### src/rtl/transceive.sv
// transceive: 8N1 UART loopback. The receiver deserializes bytes from rxd and
// hands them over a valid/ready handshake (dat/stb/rdy) to a transmitter that
// re-serializes them on txd. err flags framing errors and overruns.
//
// Both FSMs share the same state names:
//   state | meaning
//   IDLE  | rx: waiting for a synchronized falling edge / tx: rdy=1, waiting for stb
//   START | rx: counting to mid start bit      / tx: driving start bit (0)
//   DATA  | rx: sampling 8 data bits mid-bit   / tx: driving d[0]..d[7]
//   STOP  | rx: counting to mid stop bit       / tx: driving stop bit (1)
//
// Bit period DIV = FREQUENCY/BAUDRATE (truncated) must be at least 4.
module transceive #(
  parameter int BAUDRATE  = 115200,
  parameter int FREQUENCY = 50000000
) (
  input  logic       clk,
  input  logic       rst,
  input  logic       rxd,
  output logic       txd,
  output logic [7:0] dat,
  output logic       stb,
  output logic       rdy,
  output logic       err
);

  localparam int DIV  = FREQUENCY / BAUDRATE;
  localparam int HALF = DIV / 2;
  localparam int CW   = $clog2(DIV);
  localparam logic [CW-1:0] DIV_M1  = CW'(DIV - 1);
  localparam logic [CW-1:0] HALF_M1 = CW'(HALF - 1);

  typedef enum logic [1:0] {IDLE, START, DATA, STOP} state_t;

  state_t          rx_state;
  logic [CW-1:0]   rx_cnt;
  logic [2:0]      rx_bit;
  logic [7:0]      rx_sh;
  logic            rx_s1, rx_s2, rx_d;

  state_t          tx_state;
  logic [CW-1:0]   tx_cnt;
  logic [2:0]      tx_bit;
  logic [7:0]      tx_sh;

  logic            fall;
  logic            xfer;

  assign fall = rx_d & ~rx_s2;
  assign xfer = stb & rdy;

  // rxd synchronizer plus edge-history flop. These reset low so that a line
  // held low through reset cannot look like a start edge: the receiver only
  // arms once it has seen rxd high.
  always_ff @(posedge clk or negedge rst) begin
    if (!rst) begin
      rx_s1 <= 1'b0;
      rx_s2 <= 1'b0;
      rx_d  <= 1'b0;
    end else begin
      rx_s1 <= rxd;
      rx_s2 <= rx_s1;
      rx_d  <= rx_s2;
    end
  end

  // Receiver FSM: mid-bit sampling with a down-counter, output byte register
  // and handshake/error flags.
  always_ff @(posedge clk or negedge rst) begin
    if (!rst) begin
      rx_state <= IDLE;
      rx_cnt   <= '0;
      rx_bit   <= '0;
      rx_sh    <= '0;
      dat      <= '0;
      stb      <= 1'b0;
      err      <= 1'b0;
    end else begin
      if (xfer) stb <= 1'b0;
      case (rx_state)
        IDLE: begin
          if (fall) begin
            rx_state <= START;
            rx_cnt   <= HALF_M1;
          end
        end
        START: begin
          if (rx_cnt == '0) begin
            if (rx_s2) begin
              rx_state <= IDLE;
            end else begin
              rx_state <= DATA;
              rx_cnt   <= DIV_M1;
              rx_bit   <= '0;
            end
          end else begin
            rx_cnt <= rx_cnt - 1'b1;
          end
        end
        DATA: begin
          if (rx_cnt == '0) begin
            rx_sh  <= {rx_s2, rx_sh[7:1]};
            rx_cnt <= DIV_M1;
            rx_bit <= rx_bit + 1'b1;
            if (rx_bit == 3'd7) rx_state <= STOP;
          end else begin
            rx_cnt <= rx_cnt - 1'b1;
          end
        end
        STOP: begin
          if (rx_cnt == '0) begin
            rx_state <= IDLE;
            if (rx_s2) begin
              dat <= rx_sh;
              stb <= 1'b1;
              // A byte still pending and not consumed this cycle is lost.
              err <= stb & ~rdy;
            end else begin
              err <= 1'b1;
            end
          end else begin
            rx_cnt <= rx_cnt - 1'b1;
          end
        end
        default: rx_state <= IDLE;
      endcase
    end
  end

  // Transmitter FSM: latches dat on transfer and shifts it out LSB first,
  // txd and rdy both registered.
  always_ff @(posedge clk or negedge rst) begin
    if (!rst) begin
      tx_state <= IDLE;
      tx_cnt   <= '0;
      tx_bit   <= '0;
      tx_sh    <= '0;
      txd      <= 1'b1;
      rdy      <= 1'b1;
    end else begin
      case (tx_state)
        IDLE: begin
          if (xfer) begin
            tx_sh    <= dat;
            txd      <= 1'b0;
            rdy      <= 1'b0;
            tx_cnt   <= DIV_M1;
            tx_state <= START;
          end
        end
        START: begin
          if (tx_cnt == '0) begin
            txd      <= tx_sh[0];
            tx_cnt   <= DIV_M1;
            tx_bit   <= '0;
            tx_state <= DATA;
          end else begin
            tx_cnt <= tx_cnt - 1'b1;
          end
        end
        DATA: begin
          if (tx_cnt == '0) begin
            tx_cnt <= DIV_M1;
            tx_bit <= tx_bit + 1'b1;
            if (tx_bit == 3'd7) begin
              txd      <= 1'b1;
              tx_state <= STOP;
            end else begin
              txd   <= tx_sh[1];
              tx_sh <= {1'b0, tx_sh[7:1]};
            end
          end else begin
            tx_cnt <= tx_cnt - 1'b1;
          end
        end
        STOP: begin
          if (tx_cnt == '0) begin
            tx_state <= IDLE;
            rdy      <= 1'b1;
          end else begin
            tx_cnt <= tx_cnt - 1'b1;
          end
        end
        default: tx_state <= IDLE;
      endcase
    end
  end

endmodule

### config.mk
export PLATFORM = sky130hd
export DESIGN_NAME = transceive
export DESIGN_NICKNAME = d
export VERILOG_FILES = /design/src/rtl/transceive.sv
export SDC_FILE = /design/constraint.sdc
export NUM_CORES = 1
export LEC_CHECK = 0
export CORE_MARGIN = 2
export CORE_UTILIZATION = 37
export CTS_CLUSTER_DIAMETER = 50
export DETAILED_ROUTE_END_ITERATION = 10
export GPL_TIMING_DRIVEN = 0
export HOLD_SLACK_MARGIN = 0.12
export PLACE_DENSITY = 0.49
export SLEW_MARGIN = 20
export SYNTH_ARGS = -nofsm -noshare
export SYNTH_HDL_FRONTEND = slang
export SYNTH_SLANG_ARGS = --single-unit
### constraint.sdc
create_clock -name clk -period 4.99 [get_ports clk]
set_input_delay 0.7485 -clock clk [delete_from_list [all_inputs] [get_ports clk]]
set_output_delay 0.7485 -clock clk [all_outputs]
set_load 0.01 [all_outputs]
==> results.cfg, run 1 <==
[worst_setup_path]
crit_start = rx_cnt[0]$_DFFE_PN0P_
critPathCaptureType = register
arrival_ns = 2.61
start_kind = register
critPathRequiredTime_ns = 5.20
cp_max_fo = 9
path_class = register to register
rrSetupSlack_ns = 2.59
regToRegStartpoint = rx_cnt[0]$_DFFE_PN0P_

[finish]
layout.area.seq_um2 = 1480
finalNonFillerCells = 423
nets = 328
diodes = 0
multi_input_area_um2 = 1620
drive_above_1_share_pct = 22.5
fillerInstances = 818
final_core_util_pct = 44.0
area_growth_pct = 17.2

[synthesis]
yosysWarnings = 0
ys_seq_elements = 59
synthCells = 284
async_flop_share_pct = 100
synth_cell_type_count = 54
synth_edf_count = 0
synth_flop_cell = dfrtp_1
ys_seq_area_share_pct = 45.8
synth_area_per_cell_um2 = 11.4
synthesis.area_um2 = 3230
synth_nets = 302

[detailed_routing]
wl_per_cell_um = 15.4
drtAntennaViolNets = 0
num_vias = 2241
drcViolationCount = 0
dr.first_iter.drc_count = 72
dr.pass1.iters = 4
vias_per_cell = 5.30
drt-total-wl_um = 6500

[timing]
hold_viol_final = 0
max_slew.worst_pin.slew_ns = 0.757
setup_viol = 0
maxSlewHeadroom_pct = 49.1
post-route-period-util_pct = 48.0
finalClockSkew_ns = 0.0121
setup-tns-final_ns = 0
maxClockFrequency_mhz = 417
rsz0062_at_grt = false
slew_viol_final = 0
period_minus_slack_ns = 2.40
fin_ws_ns = 2.59

[placed_design]
port_buffers = 14
place_hpwl_um = 4640
place_ws_ns = 2.55
globalplace.congestion = 0.829
place_inst = 407

[clock_network]
cts_buffers = 9
post-cts-setup-buffers = 0
cts_resized = 0
root_buffer = clkbuf_8
worstSkewPairLatency_ns = 0.33
cts.sinks = 59
cts.clk_slew.worst_paths_ns = 0.07
clockBufferDepth = 2
cts_tree = yes
holdBufCountCts = 0
htree_levels = 3

[die]
fp.dieArea_um2 = 9490
rows = 34
die_h_um = 97.4
io_pins = 15
initial_utilization_pct = 37.6
fp.dieW_um = 97.4
core-area_um2 = 8590

[global_route]
grtUsageTotal_pct = 15.0
overflow = 0
first_global_vias = 2276
antenna_found_initial = 0
grt_max_degree = 38
grt_pass1_wl_um = 11500

[power_and_ir_drop]
p_leak_uw = 0.00173
power_density_nw_per_um2 = 427
ir_drop_mv = 0.259

[job]
maxCapViolCount = 0

[run_status]
outcome = finished clean

[hold_path]
hp-class = primary input to asynchronous set/reset pin
## synth_stat cells (2+ instances only)
cell type	number	area, um^2
nand2b_1	7	43.8
a22o_1	4	35.0
nand2_1	9	33.8
or4_1	5	37.5
and3_1	3	18.8
a21boi_0	4	30.0
o2111ai_1	2	17.5
a31o_2	2	17.5
mux2i_1	2	20.0
o21a_1	2	15.0
o32a_1	2	20.0
o211ai_1	5	37.5
inv_1	16	60.1
ha_1	15	188
mux2_2	26	293
mux2_4	8	120
clkbuf_1	6	22.5
nor4_1	5	31.3
nor3_1	5	25.0
o31a_1	3	26.3
nor3_4	2	32.5
dfrtp_1	57	1430
o211a_1	2	20.0
buf_2	3	15.0
o2bb2ai_1	3	26.3
a21oi_1	14	70.1
nor2b_1	3	18.8
o22a_1	6	52.6
or3_1	4	25.0
o21ai_0	15	75.1
o31ai_1	7	52.6
dfstp_2	2	52.6
a32o_1	2	20.0
a21o_1	2	15.0
nor2_1	12	45.0
## per-layer routing
metal | global-route usage [%] | up-vias | share of wire, %
met2 | 23.5 | 17 | 46
li1 | - | 1116 | -
met3 | 4.75 | 6 | 2.3
met5 | 0 | - | 0
met4 | 3.53 | 0 | 0.91
met1 | 20.3 | 1102 | 50
## stage by stage
stage	cell area (um^2)	power, uW	hold WS, ns
finish	3780	1620	0.310
global route	3780	1730	0.314
CTS	3780	1630	0.308
detailed placement	3520	1050	0.338
global placement	3500	1050	0.333
floorplan	3230	926	0.331
## placed cells by master (no fill, tap or decap), types with 4 or more instances in the layout
master / instances
nor3_1: 5
ha_1: 15
mux2_4: 8
inv_1: 16
nor2_1: 12
nand2_1: 9
o31ai_1: 7
a22o_1: 4
a21oi_1: 14
o211ai_1: 5
mux2_2: 26
or3_1: 4
nor4_1: 5
or4_1: 5
a21boi_0: 4
clkbuf_1: 8
clkbuf_8: 9
nand2b_1: 7
bufinv_16: 4
clkdlybuf4s50_1: 13
o22a_1: 6
dfrtp_1: 57
o21ai_0: 15
## power by group
part / switching (uW) / internal (uW)
registers: 68.0 / 532
logic: 256 / 189
clock network: 190 / 382
total: 514 / 1100
## cell type report
type                            instances  share of cell area [%]
Multi-Input combinational cell        197                    42.8
Sequential cell                        59                    39.1
Timing Repair Buffer                   15                    4.17
Tap cell                              108                    3.57
Clock buffer                           11                    3.47
Clock inverter                          5                    3.31
Buffer                                 12                    2.02
Inverter                               16                    1.59
## worst max-delay path: stages (launching register included)
cell and delay, ns:
dfrtp_1 0.45, inv_1 0.08, ha_1 0.22, or4b_1 0.43, buf_2 0.18, nor3_4 0.24
and3_4 0.23, buf_12 0.14, mux2_4 0.29
## cell families after synthesis
group | after synthesis | synth area share (%)
adder cells (fa/ha/maj) | 15 | 5.81
AO/OA/AOI/OAI | 84 | 19.1
flip-flops | 59 | 45.8
AND/OR/NAND/NOR | 62 | 11.6
buffers and inverters | 28 | 4.22
multiplexers | 36 | 13.4
## path summary, 6_finish.rpt
kind / end / cells after the start
hold reg to reg: rx_s2$_DFF_PN0_ / 0
setup / recovery: dat[5]$_DFFE_PN0P_ / 8
hold / removal: tx_cnt[3]$_DFFE_PN0P_ / 1
min in group clk: rx_s2$_DFF_PN0_ / 0
setup reg to reg: dat[5]$_DFFE_PN0P_ / 8
max in group asynchronous: rdy$_DFFE_PN1P_ / 2
## registers in the layout, summed over array words and instances (netlist names), 2 cells and up, named ones only
| signal | cells |
|---|---|
| rx_cnt | 9 |
| tx_cnt | 9 |
| dat | 8 |
| rx_sh | 8 |
| tx_sh | 8 |
| rx_bit | 3 |
| tx_bit | 3 |
| tx_state | 2 |
Note: power is estimated with default switching activity, not from simulation.
==> run 2, diff against run 1 <==
PLACE_DENSITY = 0.51   (was 0.49)
clock period = 2 ns   (was 4.99 ns; I/O delays follow)
==> run 2 against run 1 <==
The flow now finishes with violations (setup timing); register-to-register slack worse by 2.7 ns; wire length up 9.0%; die area did not move.
==> results.cfg, run 2 (synthesis results as in run 1) <==
[run_status]
outcome = finished, violations left
violations = setup timing

[die]
die_h_um = 97.4
core-area_um2 = 8590
initial_utilization_pct = 37.6
io_pins = 15
fp.dieW_um = 97.4
fp.dieArea_um2 = 9490
rows = 34

[timing]
fin_ws_ns = -0.0613
maxClockFrequency_mhz = 485
max_slew.worst_pin.slew_ns = 0.686
finalClockSkew_ns = 0.0204
setup_viol = 19
hold_viol_final = 0
post-route-period-util_pct = 103
slew_viol_final = 0
maxSlewHeadroom_pct = 54.3
period_minus_slack_ns = 2.06
rsz0062_at_grt = true

[detailed_routing]
dr.first_iter.drc_count = 51
drcViolationCount = 0
routed.top_layer = met4
vias_per_cell = 5.49
wl_per_cell_um = 15.9
dr.pass1.iters = 4
drt-total-wl_um = 7080
m1WireLength_um = 3310
route.met2.wl_um = 3470
num_vias = 2438
drtAntennaViolNets = 0
route.met3.wl_um = 248

[finish]
top_regs = rx_cnt (9), tx_cnt (9)
layout_commonest_cell = dfrtp_1
area_growth_pct = 28.2
drive_above_1_share_pct = 34.8
multi_input_area_um2 = 1800
fillerInstances = 814
nets = 349
final_cell_mix = dfrtp_1, mux2_2, buf_4, clkdlybuf4s50_1
diodes = 0
layout.area.seq_um2 = 1480

[clock_network]
root_buffer = clkbuf_8
worstSkewPairLatency_ns = 0.34
htree_levels = 3
cts.sinks = 59
cts.clk_slew.worst_paths_ns = 0.08
clockBufferDepth = 2
cts_tree = yes
cts_buffers = 9

[worst_setup_path]
critPathRequiredTime_ns = 2.25
path_class = register to register
start_kind = register
arrival_ns = 2.31
cp_max_fo = 6
critPathCaptureType = register

[power_and_ir_drop]
p_leak_uw = 0.00187
ir_drop_mv = 0.730
power_density_nw_per_um2 = 1000
fin_total_pwr_uw = 4140

[global_route]
first_global_vias = 2360
overflow = 0
grt_pass1_wl_um = 11800
antenna_found_initial = 0
grtUsageTotal_pct = 15.2
grt_max_degree = 40

[placed_design]
place_ws_ns = -0.378
port_buffers = 14
place_hpwl_um = 4610
globalplace.congestion = 0.830

[hold_path]
hp-class = register to register

[job]
maxCapViolCount = 0
run 2: report_power, final:
group | total [uW] | internal (uW) | switching [uW]
Sequential | 1520 | 1330 | 189
Combinational | 1390 | 637 | 751
Clock | 1230 | 773 | 461
Total | 4140 | 2740 | 1400
run 2: area by class of cell:
class,instances,share of cell area [%]
repair buffers,39,8.98
plain buffers,8,1.69
flip-flops and latches,59,35.7
clock buffers,14,3.93
clock inverters,2,1.45
well taps,108,3.26
inverters,16,1.45
multi-input cells,198,43.5
run 2: path summary, 6_finish.rpt:
| check | startpoint | end | slack (ns) | depth (start not counted) |
|---|---|---|---|---|
| worst max-delay path | rx_cnt[0]$_DFFE_PN0P_ | rx_cnt[4]$_DFFE_PN0P_ | -0.06 | 8 |
| worst min register to register | rx_s1$_DFF_PN0_ | rx_s2$_DFF_PN0_ | 0.36 | 0 |
| min in group asynchronous | rst | tx_cnt[3]$_DFFE_PN0P_ | 0.39 | 2 |
| max in group asynchronous | rst | rdy$_DFFE_PN1P_ | 1.03 | 3 |
| worst max register to register | rx_cnt[0]$_DFFE_PN0P_ | rx_cnt[4]$_DFFE_PN0P_ | -0.06 | 8 |
| worst min-delay path | rx_s1$_DFF_PN0_ | rx_s2$_DFF_PN0_ | 0.36 | 0 |
run 2: critical path: stages, from the launching register on:
cell	delay (ns)
dfrtp_1	0.40
inv_2	0.08
ha_4	0.12
or4b_4	0.51
buf_6	0.15
o32ai_4	0.38
buf_6	0.19
o21ai_2	0.06
o21ai_1	0.08
run 2: per-stage QoR:
| step | setup TNS, ns | util, % | cells | hold slack [ns] | area [um^2] |
|---|---|---|---|---|---|
| after global routing | -2.84 | 48.2 | 444 | 0.364 | 4140 |
| final | -0.781 | 48.2 | 444 | 0.357 | 4140 |
| after detailed placement | -9.02 | 41.1 | 407 | 0.214 | 3530 |
| after global placement | -91.70 | 40.9 | 406 | 0.336 | 3520 |
| after floorplan | -1.25 | - | 284 | 0.00441 | 3240 |
| after CTS | -3.00 | 46.2 | 440 | 0.360 | 3970 |
run 2: per-layer routing:
metal	vias up	GRT usage (%)
li1	1171	-
met1	1212	20.4
met2	49	24.3
met3	6	3.88
met4	0	4.59
met5	-	0
run 2: timing repair:
| action | CTS | global route |
|---|---|---|
| buffers inserted | 16 | 6 |
| setup endpoints to repair | 54 | 52 |
| hold endpoints to repair | 19 | 0 |
| hold buffers | 1 | 0 |
| pin swaps | 9 | 16 |
| resized for setup | 19 | 37 |
| cloned | 2 | 0 |
